--- src/rtl/boot_loader.sv ---
// boot_loader: clears program/data memories, then streams a header-framed
// image into them while holding the core in reset, and finally releases it.
//
// Ports:
//   clock, reset        - rising-edge clock, async active-low reset
//   start               - level-sampled load request (honoured in IDLE/DONE)
//   in_valid/in_ready   - image stream handshake, in_data beat, in_last ends image
//   prog_we/addr/wdata  - program memory write port (1-cycle registered)
//   data_we/addr/wdata  - data memory write port (1-cycle registered)
//   core_reset          - active-low reset to the core, high only in DONE
//   busy, done, error   - status; error is sticky until the next CLEAR
module boot_loader #(
    parameter int                    WORD_WIDTH    = 32,
    parameter int                    PROG_DEPTH    = 256,
    parameter int                    DATA_DEPTH    = 256,
    parameter logic [WORD_WIDTH-1:0] PROG_FILL     = '0,
    parameter logic [WORD_WIDTH-1:0] DATA_FILL     = '0,
    parameter int                    RELEASE_DELAY = 4
) (
    input  logic                          clock,
    input  logic                          reset,
    input  logic                          start,
    input  logic                          in_valid,
    output logic                          in_ready,
    input  logic [WORD_WIDTH-1:0]         in_data,
    input  logic                          in_last,
    output logic                          prog_we,
    output logic [$clog2(PROG_DEPTH)-1:0] prog_addr,
    output logic [WORD_WIDTH-1:0]         prog_wdata,
    output logic                          data_we,
    output logic [$clog2(DATA_DEPTH)-1:0] data_addr,
    output logic [WORD_WIDTH-1:0]         data_wdata,
    output logic                          core_reset,
    output logic                          busy,
    output logic                          done,
    output logic                          error
);

    localparam int PA   = $clog2(PROG_DEPTH);
    localparam int DA   = $clog2(DATA_DEPTH);
    localparam int MAXD = (PROG_DEPTH > DATA_DEPTH) ? PROG_DEPTH : DATA_DEPTH;

    localparam logic [31:0] CLR_LAST = 32'(MAXD - 1);
    localparam logic [31:0] REL_LAST = 32'(RELEASE_DELAY - 1);
    localparam logic [31:0] P_CLR    = 32'(PROG_DEPTH);
    localparam logic [31:0] D_CLR    = 32'(DATA_DEPTH);
    // base (16b) + offset (15b) never exceeds 17 bits
    localparam logic [16:0] P_LIM    = 17'(PROG_DEPTH);
    localparam logic [16:0] D_LIM    = 17'(DATA_DEPTH);

    typedef enum logic [2:0] {
        IDLE,
        CLEAR,
        HEADER,
        PAYLOAD,
        RELEASE,
        DONE
    } state_t;

    state_t                  state_q, state_d;
    logic [31:0]             clr_q, clr_d;
    logic [31:0]             rel_q, rel_d;
    logic                    tgt_q, tgt_d;
    logic [16:0]             ptr_q, ptr_d;
    logic [14:0]             rem_q, rem_d;
    logic                    err_q, err_d;
    logic                    crst_q, crst_d;
    logic                    p_we_q, p_we_d;
    logic [PA-1:0]           p_addr_q, p_addr_d;
    logic [WORD_WIDTH-1:0]   p_wdata_q, p_wdata_d;
    logic                    d_we_q, d_we_d;
    logic [DA-1:0]           d_addr_q, d_addr_d;
    logic [WORD_WIDTH-1:0]   d_wdata_q, d_wdata_d;

    logic                    rdy;
    logic                    accept;
    logic                    hdr_tgt;
    logic [14:0]             hdr_cnt;
    logic [15:0]             hdr_base;

    assign rdy      = (state_q == HEADER) || (state_q == PAYLOAD);
    assign accept   = rdy && in_valid;
    assign hdr_tgt  = in_data[WORD_WIDTH-1];
    assign hdr_cnt  = in_data[30:16];
    assign hdr_base = in_data[15:0];

    always_comb begin
        state_d   = state_q;
        clr_d     = clr_q;
        rel_d     = '0;
        tgt_d     = tgt_q;
        ptr_d     = ptr_q;
        rem_d     = rem_q;
        err_d     = err_q;
        p_we_d    = 1'b0;
        p_addr_d  = p_addr_q;
        p_wdata_d = p_wdata_q;
        d_we_d    = 1'b0;
        d_addr_d  = d_addr_q;
        d_wdata_d = d_wdata_q;

        unique case (state_q)
            IDLE, DONE: begin
                if (start) begin
                    state_d = CLEAR;
                    clr_d   = '0;
                    err_d   = 1'b0;
                end
            end
            CLEAR: begin
                // each port stops once its own memory is exhausted
                if (clr_q < P_CLR) begin
                    p_we_d    = 1'b1;
                    p_addr_d  = clr_q[PA-1:0];
                    p_wdata_d = PROG_FILL;
                end
                if (clr_q < D_CLR) begin
                    d_we_d    = 1'b1;
                    d_addr_d  = clr_q[DA-1:0];
                    d_wdata_d = DATA_FILL;
                end
                if (clr_q == CLR_LAST) begin
                    state_d = HEADER;
                end else begin
                    clr_d = clr_q + 32'd1;
                end
            end
            HEADER: begin
                if (accept) begin
                    tgt_d = hdr_tgt;
                    ptr_d = {1'b0, hdr_base};
                    rem_d = hdr_cnt;
                    if (in_last) begin
                        state_d = RELEASE;
                    end else if (hdr_cnt != '0) begin
                        state_d = PAYLOAD;
                    end
                end
            end
            PAYLOAD: begin
                if (accept) begin
                    if (!tgt_q) begin
                        if (ptr_q < P_LIM) begin
                            p_we_d    = 1'b1;
                            p_addr_d  = ptr_q[PA-1:0];
                            p_wdata_d = in_data;
                        end else begin
                            err_d = 1'b1;
                        end
                    end else begin
                        if (ptr_q < D_LIM) begin
                            d_we_d    = 1'b1;
                            d_addr_d  = ptr_q[DA-1:0];
                            d_wdata_d = in_data;
                        end else begin
                            err_d = 1'b1;
                        end
                    end
                    ptr_d = ptr_q + 17'd1;
                    rem_d = rem_q - 15'd1;
                    if (in_last) begin
                        state_d = RELEASE;
                    end else if (rem_q == 15'd1) begin
                        state_d = HEADER;
                    end
                end
            end
            RELEASE: begin
                if (rel_q == REL_LAST) begin
                    state_d = DONE;
                end else begin
                    rel_d = rel_q + 32'd1;
                end
            end
            default: begin
                state_d = IDLE;
            end
        endcase

        // registered so the core sees a glitch-free reset line
        crst_d = (state_d == DONE);
    end

    always_ff @(posedge clock or negedge reset) begin
        if (!reset) begin
            state_q   <= IDLE;
            clr_q     <= '0;
            rel_q     <= '0;
            tgt_q     <= 1'b0;
            ptr_q     <= '0;
            rem_q     <= '0;
            err_q     <= 1'b0;
            crst_q    <= 1'b0;
            p_we_q    <= 1'b0;
            p_addr_q  <= '0;
            p_wdata_q <= '0;
            d_we_q    <= 1'b0;
            d_addr_q  <= '0;
            d_wdata_q <= '0;
        end else begin
            state_q   <= state_d;
            clr_q     <= clr_d;
            rel_q     <= rel_d;
            tgt_q     <= tgt_d;
            ptr_q     <= ptr_d;
            rem_q     <= rem_d;
            err_q     <= err_d;
            crst_q    <= crst_d;
            p_we_q    <= p_we_d;
            p_addr_q  <= p_addr_d;
            p_wdata_q <= p_wdata_d;
            d_we_q    <= d_we_d;
            d_addr_q  <= d_addr_d;
            d_wdata_q <= d_wdata_d;
        end
    end

    assign in_ready   = rdy;
    assign prog_we    = p_we_q;
    assign prog_addr  = p_addr_q;
    assign prog_wdata = p_wdata_q;
    assign data_we    = d_we_q;
    assign data_addr  = d_addr_q;
    assign data_wdata = d_wdata_q;
    assign core_reset = crst_q;
    assign busy       = (state_q == CLEAR) || (state_q == HEADER) ||
                        (state_q == PAYLOAD) || (state_q == RELEASE);
    assign done       = (state_q == DONE);
    assign error      = err_q;

endmodule

--- config.mk ---
export PLATFORM = sky130hd
export DESIGN_NAME = boot_loader
export DESIGN_NICKNAME = d
export VERILOG_FILES = /design/src/rtl/boot_loader.sv
export SDC_FILE = /design/constraint.sdc
export NUM_CORES = 1
export LEC_CHECK = 0
export BUFFER_PORTS_ARGS = -buffer_cell sky130_fd_sc_hd__buf_2
export CAP_MARGIN = 20
export CORE_ASPECT_RATIO = 0.5
export CORE_MARGIN = 1.5
export CORE_UTILIZATION = 25
export CTS_BUF_LIST = sky130_fd_sc_hd__clkbuf_4 sky130_fd_sc_hd__clkbuf_8 sky130_fd_sc_hd__clkbuf_16
export DETAILED_ROUTE_END_ITERATION = 12
export PLACE_DENSITY = 0.46
export SYNTH_ARGS = -nofsm -noshare
export SYNTH_HDL_FRONTEND = slang
export SYNTH_SLANG_ARGS = --single-unit
--- constraint.sdc ---
create_clock -name clock -period 2.65 [get_ports clock]
set_input_delay 0.3975 -clock clock [delete_from_list [all_inputs] [get_ports clock]]
set_output_delay 0.3975 -clock clock [all_outputs]
set_load 0.01 [all_outputs]
==> impl_metrics.env <==
export IMPL_die_y_um=138
export IMPL_critPathCaptureType="register"
export IMPL_final_common_cell="dfrtp_1"
export IMPL_startpoint="clr_q[8]$_DFFE_PN0P_"
export IMPL_seq_area_frac_synth=0.507
export IMPL_power_density_nw_per_um2=516
export IMPL_setup_viol=0
export IMPL_path_max_fanout=20
export IMPL_antenna_found_initial=1
export IMPL_outcome="finished, final reports clean"
export IMPL_ys_ff_latch=184
export IMPL_h_tree_depth=4
export IMPL_p_leak_uw=0.00527
export IMPL_crit_buf_inv=1
export IMPL_syn_num_nets=923
export IMPL_layout_common_cells="dfrtp_1, buf_2, nor2_1"
export IMPL_portBuffers=123
export IMPL_clk_latency_ps=440
export IMPL_use_met2=0.223
export IMPL_wl_mm=25.1
export IMPL_fin_crit_sh=0.907
export IMPL_overflow=0
export IMPL_pin_count=124
export IMPL_grt_max_degree=59
export IMPL_dp_hpwl_mm=17.7
export IMPL_drive_above_1_share=0.198
export IMPL_worstPathCellList="nor4_1 > nand4_1 > nor3_4 > a21oi_4 > buf_12 > mux2_1"
export IMPL_dr_pass1_iters=5
export IMPL_async_flop_share=1.00
export IMPL_hold_path_class="in2reg"
export IMPL_clkTransAtPathRegs_ps=70
export IMPL_rows=49
export IMPL_clockBufferDepth=2
export IMPL_core_area_um2=35900
export IMPL_yosys_cell_types_count=55
export IMPL_rrSetupSlack_ps=250
export IMPL_antenna_left=0
export IMPL_fin_setup_tns_ps=0
export IMPL_worstReg2RegEnd="prog_wdata[8]$_DFFE_PN0P_"
export IMPL_slew_violations=0
export IMPL_cp_required_ps=2970
export IMPL_grt_pass1_wl_mm=40.2
export IMPL_crit_cells=6
export IMPL_r2r_start="clr_q[8]$_DFFE_PN0P_"
export IMPL_min_path_cells=2
export IMPL_fin_worst_skew_ps=11.9
export IMPL_synthesis_area_um2=9080
export IMPL_busiest_layer="met2"
export IMPL_num_vias=7259
export IMPL_worst_pin_slew_ps=916
export IMPL_fillCellCount=3754
export IMPL_ys_warn_count=0
export IMPL_synth_edf_count=0
export IMPL_drv_cap=0
export IMPL_rsz0062_at_grt="false"
export IMPL_vias_per_cell=4.81
export IMPL_cpLargestDelayFamily="simple AND/OR/NAND/NOR gates"
export IMPL_cts_resized=0
export IMPL_synth_main_ff_cell="dfrtp_1"
export IMPL_max_stage_delay_ps=450
export IMPL_areaGrowthSynthToFinish_pct=20.6
export IMPL_initial_core_util=0.253
export IMPL_slew_headroom=0.388
export IMPL_drtIter0Drc=490
export IMPL_crit_type="reg2reg"
export IMPL_dieArea_um2=37500
export IMPL_crit_path_start_kind="register"
export IMPL_r2r_cells=6
export IMPL_grt_usage=0.136
export IMPL_fmax_ghz=0.416
export IMPL_wl_per_cell_um=16.6
export IMPL_grt_util_met1=0.179
export IMPL_post_route_min_period_ps=2400
export IMPL_finalHoldViolations=0
export IMPL_grt_pass1_vias=7226
export IMPL_use_met3=0.0295
export IMPL_synth_area_per_cell_um2=10.3
export IMPL_max_vdd_ir_drop_v=0.000428
export IMPL_cp_slowest_cell="dfrtp_1"
export IMPL_cts_tree="built"
export IMPL_power_uw=5650
export IMPL_post_route_drc_count=0
export IMPL_cp_arrival_ps=2720
export IMPL_endpoint="prog_wdata[8]$_DFFE_PN0P_"
export IMPL_netlist_instances=881
export IMPL_cts_num_sinks=184
export IMPL_cts_buffers=17
export IMPL_gp_congestion=0.822
export IMPL_die_w_um=273
export IMPL_nNetsFinal=1054
export IMPL_root_buffer="clkbuf_16"
through the flow:
stage | instances | cell area, um^2 | setup WS [ps] | utilization | hold slack, ps
2_1_floorplan | 881 | 9080 | 396 | - | 102
3_3_place_gp | 1476 | 10400 | 271 | 0.289 | 421
3_5_place_dp | 1476 | 10400 | 232 | 0.289 | 425
4_1_cts | 1509 | 10900 | 201 | 0.305 | 229
5_1_grt | 1510 | 10900 | 61.1 | 0.305 | 223
6_report | 1510 | 10900 | 246 | 0.305 | 239
timing repair:
item                                   4_1_cts  5_1_grt
endpoints found under the hold margin       54        0
hold buffers                                 1        0
setup buffers                                0        0
how the worst min path moves through the flow:
stage / from / to
2_1_floorplan: reset / clr_q[0]$_DFFE_PN0P_
3_3_place_gp: reset / clr_q[28]$_DFFE_PN0P_
3_5_place_dp: reset / prog_addr[4]$_DFFE_PN0P_
4_1_cts: in_data[15] / ptr_q[15]$_DFFE_PN0P_
5_1_grt: in_data[15] / ptr_q[15]$_DFFE_PN0P_
6_report: in_data[15] / ptr_q[15]$_DFFE_PN0P_
layout make-up:
class / instances / area, um^2 / share of cell area
diodes: 1 / 2.50 / 0.000229
clock buffers: 20 / 460 / 0.0421
clock inverters: 12 / 92.6 / 0.00846
inverters: 34 / 128 / 0.0117
multi-input cells: 618 / 4120 / 0.376
flip-flops and latches: 184 / 4610 / 0.421
well taps: 484 / 606 / 0.0553
repair buffers: 157 / 932 / 0.0851
cells by family after synthesis:
family | share of synthesized area
adders and majority gates | 0.00689
DFF | 0.507
xor gates and xnor gates | 0.0367
buffers and inverters | 0.0401
AOI/OAI and AO/OA | 0.0988
muxes | 0.118
and+or+nand+nor | 0.192
state kept, by name (all words and copies together) (netlist names), 3 cells and up:
name and flops:
rel_q 32, ptr_q 17, state_q 3, prog_addr 8, clr_q 32, data_wdata 32
rem_q 15, prog_wdata 32, data_addr 8
report_power, final:
part | switching (uW) | total [uW] | internal [uW] | leakage (uW)
clock network | 1180 | 2460 | 1270 | 0.000269
logic | 194 | 308 | 114 | 0.00251
registers | 33.1 | 2890 | 2860 | 0.00249
total | 1410 | 5650 | 4240 | 0.00527
cells in the mapped netlist (3+ instances only):
cell type | count | area share
dfrtp_1 | 184 | 0.51
nor2_1 | 66 | 0.027
mux2_1 | 63 | 0.078
a21oi_1 | 62 | 0.034
and3_1 | 48 | 0.033
nand2_1 | 47 | 0.019
nand3_1 | 39 | 0.021
inv_1 | 34 | 0.014
mux2i_1 | 33 | 0.036
clkbuf_1 | 31 | 0.013
o21ai_0 | 31 | 0.017
xnor2_1 | 26 | 0.025
nand4_1 | 23 | 0.016
nor4_1 | 22 | 0.015
o22ai_1 | 22 | 0.015
nor3_1 | 19 | 0.010
or3_1 | 15 | 0.010
xor2_1 | 12 | 0.012
and4_1 | 8 | 0.0077
buf_6 | 8 | 0.0099
or4_1 | 8 | 0.0066
o31ai_1 | 7 | 0.0058
and2_1 | 6 | 0.0041
a31oi_1 | 5 | 0.0034
ha_1 | 5 | 0.0069
nor2b_1 | 5 | 0.0034
nor3b_1 | 4 | 0.0033
a21o_1 | 3 | 0.0025
a31o_2 | 3 | 0.0029
buf_2 | 3 | 0.0017
mux2_2 | 3 | 0.0037
o211ai_1 | 3 | 0.0025
o32ai_1 | 3 | 0.0029
metal layers:
layer,vias to the layer above,wire (um)
met5,-,0
met4,0,409
met3,21,903
met2,105,12100
met1,3672,11700
li1,3461,-
(Power assumes the default switching activity.)
